File: src/rtl/mem_seq_pkg.sv
// Shared definitions for the memory sequencer: opcodes, state encoding,
// default widths and the memory depth.
package mem_seq_pkg;

  localparam int DEF_AW    = 3;
  localparam int DEF_DW    = 8;
  localparam int DEF_LW    = 4;
  localparam int MEM_WORDS = 8;

  localparam logic [1:0] OP_READ  = 2'b00;
  localparam logic [1:0] OP_WRITE = 2'b01;
  localparam logic [1:0] OP_COPY  = 2'b10;
  localparam logic [1:0] OP_FILL  = 2'b11;

  typedef enum logic [2:0] {
    ST_IDLE  = 3'd0,
    ST_RD    = 3'd1,
    ST_WR    = 3'd2,
    ST_CP_RD = 3'd3,
    ST_CP_WR = 3'd4,
    ST_FILL  = 3'd5,
    ST_DONE  = 3'd6,
    ST_VFY   = 3'd7
  } state_e;

endpackage

File: src/rtl/mem_seq_addr_gen.sv
// Block address generator: latches source/destination bases and a word count
// on load, then walks an index forward while counting the remaining words down.
// Addresses wrap modulo 2^AW. last is high while the current word is the final one.
module mem_seq_addr_gen
  import mem_seq_pkg::*;
#(
  parameter int AW = DEF_AW,
  parameter int LW = DEF_LW
) (
  input  logic          clk,
  input  logic          clear_n,
  input  logic          load,
  input  logic          step,
  input  logic [AW-1:0] src_base,
  input  logic [AW-1:0] dst_base,
  input  logic [LW-1:0] len,
  output logic [AW-1:0] src_next,
  output logic [AW-1:0] dst_cur,
  output logic [AW-1:0] dst_next,
  output logic          last
);

  logic [AW-1:0] src_q;
  logic [AW-1:0] dst_q;
  logic [AW-1:0] idx_q;
  logic [LW-1:0] remain_q;

  // Base/index/remaining-count registers; load wins over step.
  always_ff @(posedge clk or negedge clear_n) begin
    if (!clear_n) begin
      src_q    <= '0;
      dst_q    <= '0;
      idx_q    <= '0;
      remain_q <= '0;
    end else if (load) begin
      src_q    <= src_base;
      dst_q    <= dst_base;
      idx_q    <= '0;
      remain_q <= len;
    end else if (step) begin
      idx_q    <= idx_q + AW'(1);
      remain_q <= remain_q - LW'(1);
    end
  end

  assign dst_cur  = dst_q + idx_q;
  assign src_next = src_q + idx_q + AW'(1);
  assign dst_next = dst_q + idx_q + AW'(1);
  assign last     = (remain_q == LW'(1));

endmodule

File: src/rtl/mem_sequencer.sv
// Initiator-side sequencer for the 8x8 JK memory: READ, WRITE, COPY, FILL.
// Optional read-back verify after every write: define MEM_SEQ_VERIFY_EN.
//
// state    | meaning
// ---------+-----------------------------------------------------------
// IDLE     | waiting for a command, cmd_ready high
// RD       | single read, mem_rdata captured into rdata at end of cycle
// WR       | single write strobe
// CP_RD    | copy: read source word into the write-data register
// CP_WR    | copy: write held word to destination
// FILL     | fill: write fill value to current destination word
// VFY      | read back the word just written (verify build only)
// DONE     | one-cycle done pulse, bus idle
module mem_sequencer
  import mem_seq_pkg::*;
#(
  parameter int AW = DEF_AW,
  parameter int DW = DEF_DW,
  parameter int LW = DEF_LW
) (
  input  logic          clk,
  input  logic          clear_n,
  input  logic          cmd_valid,
  output logic          cmd_ready,
  input  logic [1:0]    cmd_op,
  input  logic [AW-1:0] cmd_src,
  input  logic [AW-1:0] cmd_dst,
  input  logic [LW-1:0] cmd_len,
  input  logic [DW-1:0] cmd_wdata,
  output logic [AW-1:0] mem_add,
  output logic          mem_rw,
  output logic [DW-1:0] mem_wdata,
  input  logic [DW-1:0] mem_rdata,
  output logic          done,
  output logic [DW-1:0] rdata,
  output logic          err
);

  state_e        state_q, state_nxt;
  logic          accept;
  logic          len_zero;
  logic [LW-1:0] len_sat;
  logic          step;
  logic          last;
  logic [AW-1:0] src_next, dst_cur, dst_next;

  logic [AW-1:0] add_nxt;
  logic          rw_nxt;
  logic [DW-1:0] wdata_nxt;
  logic          done_nxt;
  logic [DW-1:0] rdata_nxt;

  assign cmd_ready = (state_q == ST_IDLE);
  assign accept    = cmd_valid & cmd_ready;
  assign len_zero  = (cmd_len == '0);
  assign len_sat   = (cmd_len > LW'(MEM_WORDS)) ? LW'(MEM_WORDS) : cmd_len;

  mem_seq_addr_gen #(.AW(AW), .LW(LW)) u_addr_gen (
    .clk      (clk),
    .clear_n  (clear_n),
    .load     (accept),
    .step     (step),
    .src_base (cmd_src),
    .dst_base (cmd_dst),
    .len      (len_sat),
    .src_next (src_next),
    .dst_cur  (dst_cur),
    .dst_next (dst_next),
    .last     (last)
  );

`ifdef MEM_SEQ_VERIFY_EN
  logic [1:0] op_q;

  // Remember the opcode so VFY knows where to resume.
  always_ff @(posedge clk or negedge clear_n) begin
    if (!clear_n)    op_q <= OP_READ;
    else if (accept) op_q <= cmd_op;
  end

  // Sticky read-back mismatch; mem_wdata still holds the written value in VFY.
  always_ff @(posedge clk or negedge clear_n) begin
    if (!clear_n)                                      err <= 1'b0;
    else if (state_q == ST_VFY && mem_rdata != mem_wdata) err <= 1'b1;
  end
`else
  assign err = 1'b0;
`endif

  // State and registered bus outputs.
  always_ff @(posedge clk or negedge clear_n) begin
    if (!clear_n) begin
      state_q   <= ST_IDLE;
      mem_add   <= '0;
      mem_rw    <= 1'b0;
      mem_wdata <= '0;
      done      <= 1'b0;
      rdata     <= '0;
    end else begin
      state_q   <= state_nxt;
      mem_add   <= add_nxt;
      mem_rw    <= rw_nxt;
      mem_wdata <= wdata_nxt;
      done      <= done_nxt;
      rdata     <= rdata_nxt;
    end
  end

  // Next-state decode; step advances the block index between words.
  always_comb begin
    state_nxt = state_q;
    step      = 1'b0;
    case (state_q)
      ST_IDLE: begin
        if (cmd_valid) begin
          case (cmd_op)
            OP_READ:  state_nxt = ST_RD;
            OP_WRITE: state_nxt = ST_WR;
            OP_COPY:  state_nxt = len_zero ? ST_DONE : ST_CP_RD;
            default:  state_nxt = len_zero ? ST_DONE : ST_FILL;
          endcase
        end
      end
      ST_RD:    state_nxt = ST_DONE;
      ST_CP_RD: state_nxt = ST_CP_WR;
`ifdef MEM_SEQ_VERIFY_EN
      ST_WR, ST_CP_WR, ST_FILL: state_nxt = ST_VFY;
      ST_VFY: begin
        if (op_q == OP_WRITE || last) begin
          state_nxt = ST_DONE;
        end else begin
          step      = 1'b1;
          state_nxt = (op_q == OP_COPY) ? ST_CP_RD : ST_FILL;
        end
      end
`else
      ST_WR: state_nxt = ST_DONE;
      ST_CP_WR: begin
        if (last) begin
          state_nxt = ST_DONE;
        end else begin
          step      = 1'b1;
          state_nxt = ST_CP_RD;
        end
      end
      ST_FILL: begin
        if (last) begin
          state_nxt = ST_DONE;
        end else begin
          step      = 1'b1;
          state_nxt = ST_FILL;
        end
      end
`endif
      ST_DONE: state_nxt = ST_IDLE;
      default: state_nxt = ST_IDLE;
    endcase
  end

  // Bus values for the upcoming state; rw is only ever raised for write states.
  // In COPY the write-data register doubles as the hold register for the read word.
  always_comb begin
    add_nxt   = mem_add;
    rw_nxt    = 1'b0;
    wdata_nxt = mem_wdata;
    done_nxt  = 1'b0;
    rdata_nxt = rdata;
    if (state_q == ST_RD) rdata_nxt = mem_rdata;
    case (state_nxt)
      ST_RD: add_nxt = cmd_src;
      ST_WR: begin
        add_nxt   = cmd_dst;
        wdata_nxt = cmd_wdata;
        rw_nxt    = 1'b1;
      end
      ST_CP_RD: add_nxt = (state_q == ST_IDLE) ? cmd_src : src_next;
      ST_CP_WR: begin
        add_nxt   = dst_cur;
        wdata_nxt = mem_rdata;
        rw_nxt    = 1'b1;
      end
      ST_FILL: begin
        if (state_q == ST_IDLE) begin
          add_nxt   = cmd_dst;
          wdata_nxt = cmd_wdata;
        end else begin
          add_nxt   = dst_next;
        end
        rw_nxt = 1'b1;
      end
      ST_DONE: done_nxt = 1'b1;
      default: ;
    endcase
  end

endmodule

File: config.mk
export PLATFORM = sky130hd
export DESIGN_NAME = mem_sequencer
export DESIGN_NICKNAME = d
export VERILOG_FILES = /design/src/rtl/mem_seq_pkg.sv /design/src/rtl/mem_seq_addr_gen.sv /design/src/rtl/mem_sequencer.sv
export SDC_FILE = /design/constraint.sdc
export NUM_CORES = 1
export LEC_CHECK = 0
export CORE_ASPECT_RATIO = 2
export CORE_MARGIN = 3
export CORE_UTILIZATION = 40
export DETAILED_ROUTE_END_ITERATION = 16
export PLACE_DENSITY = 0.67
export SYNTH_ARGS = -nofsm -noshare
export SYNTH_HDL_FRONTEND = slang
export SYNTH_SLANG_ARGS = --single-unit
export TNS_END_PERCENT = 20
File: constraint.sdc
create_clock -name clk -period 3.6 [get_ports clk]
set_input_delay 0.36 -clock clk [delete_from_list [all_inputs] [get_ports clk]]
set_output_delay 0.36 -clock clk [all_outputs]
set_load 0.05 [all_outputs]
==> flow_metrics.env <==
export IMPL_dp_slack_ps=425
export IMPL_cts_made_buffers=5
export IMPL_clk_transition_reported_paths_ps=80
export IMPL_drc=0
export IMPL_ctsResizeCount=0
export IMPL_globalRouteOverflowTotal=0
export IMPL_start_util_pct=42.1
export IMPL_hold_viol=0
export IMPL_fin_ws_ps=765
export IMPL_tightest_slew_ps=853
export IMPL_synthArstFlopShare_pct=100
export IMPL_finalNetCount=298
export IMPL_outcome="finished clean"
export IMPL_die_h_um=111
export IMPL_min_period_over_period_pct=78.8
export IMPL_cts_tree="yes"
export IMPL_final_area_um2=2870
export IMPL_netlist_instances=203
export IMPL_die_w_um=58.7
export IMPL_critical_path_class="input pin to flop"
export IMPL_dp_cells=308
export IMPL_slew_viol_final=0
export IMPL_antenna_left=0
export IMPL_die_area_um2=6540
export IMPL_grt_pass1_wl_um=9180
export IMPL_cp_required_ps=3780
export IMPL_setup_tns_ps=0
export IMPL_dr_total_vias=1701
export IMPL_synth_edff_count=0
export IMPL_nFillCells=511
export IMPL_layout_drive_gt1_share_pct=16.7
export IMPL_wl_um=5350
export IMPL_port_buffers=52
export IMPL_post_dp_cell_area_um2=2770
export IMPL_ios=54
export IMPL_placementRows=37
export IMPL_cpMaxStageDelayCell="nor4_2"
export IMPL_synth_nets=244
export IMPL_antenna_found_initial=0
export IMPL_mostFrequentLayoutCell="clkdlybuf4s50_1"
export IMPL_p_leak_nw=1.25
export IMPL_ys_types=58
export IMPL_cp_arrival_ps=3010
export IMPL_crit_path_end_kind="flop"
export IMPL_cts_root_buf="clkbuf_8"
export IMPL_rsz0062_at_grt="no"
export IMPL_final_min_clock_period_ps=2840
export IMPL_clk_latency_ps=290
export IMPL_drt_initial_drc_count=39
export IMPL_coreArea_um2=5280
export IMPL_p_per_area_nw_per_um2=1160
export IMPL_power_total_mw=3.33
export IMPL_cap_violations=0
export IMPL_gp_congestion=0.802
export IMPL_layoutNonFillerInstCount=316
export IMPL_gr_usage_all_layers_pct=18.3
export IMPL_crit_fanout=10
export IMPL_crit_chain="clkdlybuf4s50_1 > nor4_2 > a211oi_4 > nor2_4 > clkinv_8 > nor3_4 > mux2_1 > mux2_4"
export IMPL_fmax_mhz=353
export IMPL_finalClockSkew_ps=7.35
export IMPL_critPathLaunchType="input pin"
export IMPL_dr_pass1_iters=4
export IMPL_clk_path_buf_depth=2
export IMPL_crit_family="simple AND/OR/NAND/NOR gates"
export IMPL_max_slew_margin_rel_pct=43.2
export IMPL_holdWs_ps=167
export IMPL_n_antenna_cell=0
export IMPL_finish_utilization_pct=54.5
export IMPL_clock_sinks=37
export IMPL_synth_seq_cells=37
export IMPL_synthToLayoutAreaGrowth_pct=29.3
export IMPL_cp_num_buf_inv=2
export IMPL_dp_hpwl_um=4150
export IMPL_synth_ff_type="dfrtp_1"
export IMPL_syn_cell_area_um2=2220
export IMPL_viasPerCell=5.38
export IMPL_first_global_vias=1891
export IMPL_cts_max_level=2
export IMPL_synth_avg_cell_area_um2=11.0
export IMPL_hp_class="input pin to async pin"
export IMPL_wl_per_cell_um=16.9
export IMPL_final_cell_mix="51 x clkdlybuf4s50_1, 37 x dfrtp_1, 27 x nand2_1, 14 x inv_1"
export IMPL_max_stage_delay_ps=550
export IMPL_setup_viol=0
export IMPL_postCtsSetupBuffers=0
export IMPL_postCtsHoldBufs=0
export IMPL_peakVddDrop_v=0.000811
export IMPL_ys_seq_area_share_pct=41.6
export IMPL_grt_max_degree=38
export IMPL_ys_warnings_count=0
==> power breakdown <==
part | leakage (nW) | total (mW) | switching, mW | internal (mW)
sequential | 0.446 | 0.795 | 0.162 | 0.633
clock | 0.0542 | 0.328 | 0.155 | 0.173
combinational | 0.746 | 2.21 | 1.29 | 0.925
total | 1.25 | 3.33 | 1.60 | 1.73
==> cell families (layout without fill, tap and decap cells) <==
logic type               after synthesis  after routing  share of synthesized area, %
AO/OA/AOI/OAI                         38             38                          12.6
XOR/XNOR                               5              5                          1.97
adder cells (fa/ha/maj)               10             10                          6.30
buffers and inverters                 26             81                          6.70
flip-flops                            37             37                          41.6
multiplexers                          28             28                          15.4
other                                  1              1                         0.169
AND/OR/NAND/NOR                       58             58                          15.2
==> per-layer routing <==
| metal | global-route usage [%] | up-vias | wire length, um |
|---|---|---|---|
| met4 | 7.41 | 0 | 144 |
| met3 | 4.06 | 11 | 265 |
| li1 | - | 820 | - |
| met1 | 18.7 | 815 | 1840 |
| met5 | 0 | - | 0 |
| met2 | 34.0 | 55 | 3100 |
==> final cells by class <==
type / instances / area [um^2] / area share [%]
multi-input cells: 140 / 1150 / 40.0
flip-flops and latches: 37 / 926 / 32.2
repair buffers: 55 / 538 / 18.7
clock buffers: 7 / 96.3 / 3.35
inverters: 18 / 87.6 / 3.05
well taps: 58 / 72.6 / 2.53
clock inverters: 1 / 5.00 / 0.174
==> worst paths after layout <==
kind,startpoint,endpoint,slack [ps],cells past startpoint
setup / recovery,cmd_len[0],mem_wdata[1]$_DFFE_PN0P_,760,8
hold / removal,clear_n,mem_wdata[7]$_DFFE_PN0P_,170,1
setup reg to reg,state_q[1]$_DFF_PN0_,mem_wdata[1]$_DFFE_PN0P_,770,7
hold reg to reg,rdata[7]$_DFFE_PN0N_,rdata[7]$_DFFE_PN0N_,510,1
max in group asynchronous,clear_n,mem_add[0]$_DFFE_PN0P_,2890,1
min in group clk,rdata[7]$_DFFE_PN0N_,rdata[7]$_DFFE_PN0N_,510,1
==> Yosys cell counts, types with 2 or more instances <==
cell,count,area share (%)
dfrtp_1,37,42
nand2_1,27,4.6
inv_1,14,2.4
mux2_1,9,4.6
mux2_2,9,4.6
a21oi_1,8,1.8
ha_1,8,4.5
mux2_4,8,5.4
nor2_1,6,1.0
o21ai_1,5,1.1
nor3_1,4,0.90
o21ai_0,4,0.90
xnor2_1,4,1.6
a211oi_1,3,1.0
a31oi_1,3,0.84
buf_6,3,1.5
buf_4,2,0.68
clkbuf_1,2,0.34
clkinv_2,2,0.45
fa_1,2,1.8
mux2i_1,2,0.90
nor3b_1,2,0.68
nor4_1,2,0.56
nor4bb_1,2,0.90
or3_1,2,0.56
==> sequential cells by signal (all words and copies together) (netlist names) <==
name,count
u_addr_gen.idx_q,3
u_addr_gen.src_q,3
u_addr_gen.dst_q,3
done,1
state_q,3
mem_add,3
mem_rw,1
rdata,8
u_addr_gen.remain_q,4
mem_wdata,8
(Power assumes the default switching activity.)
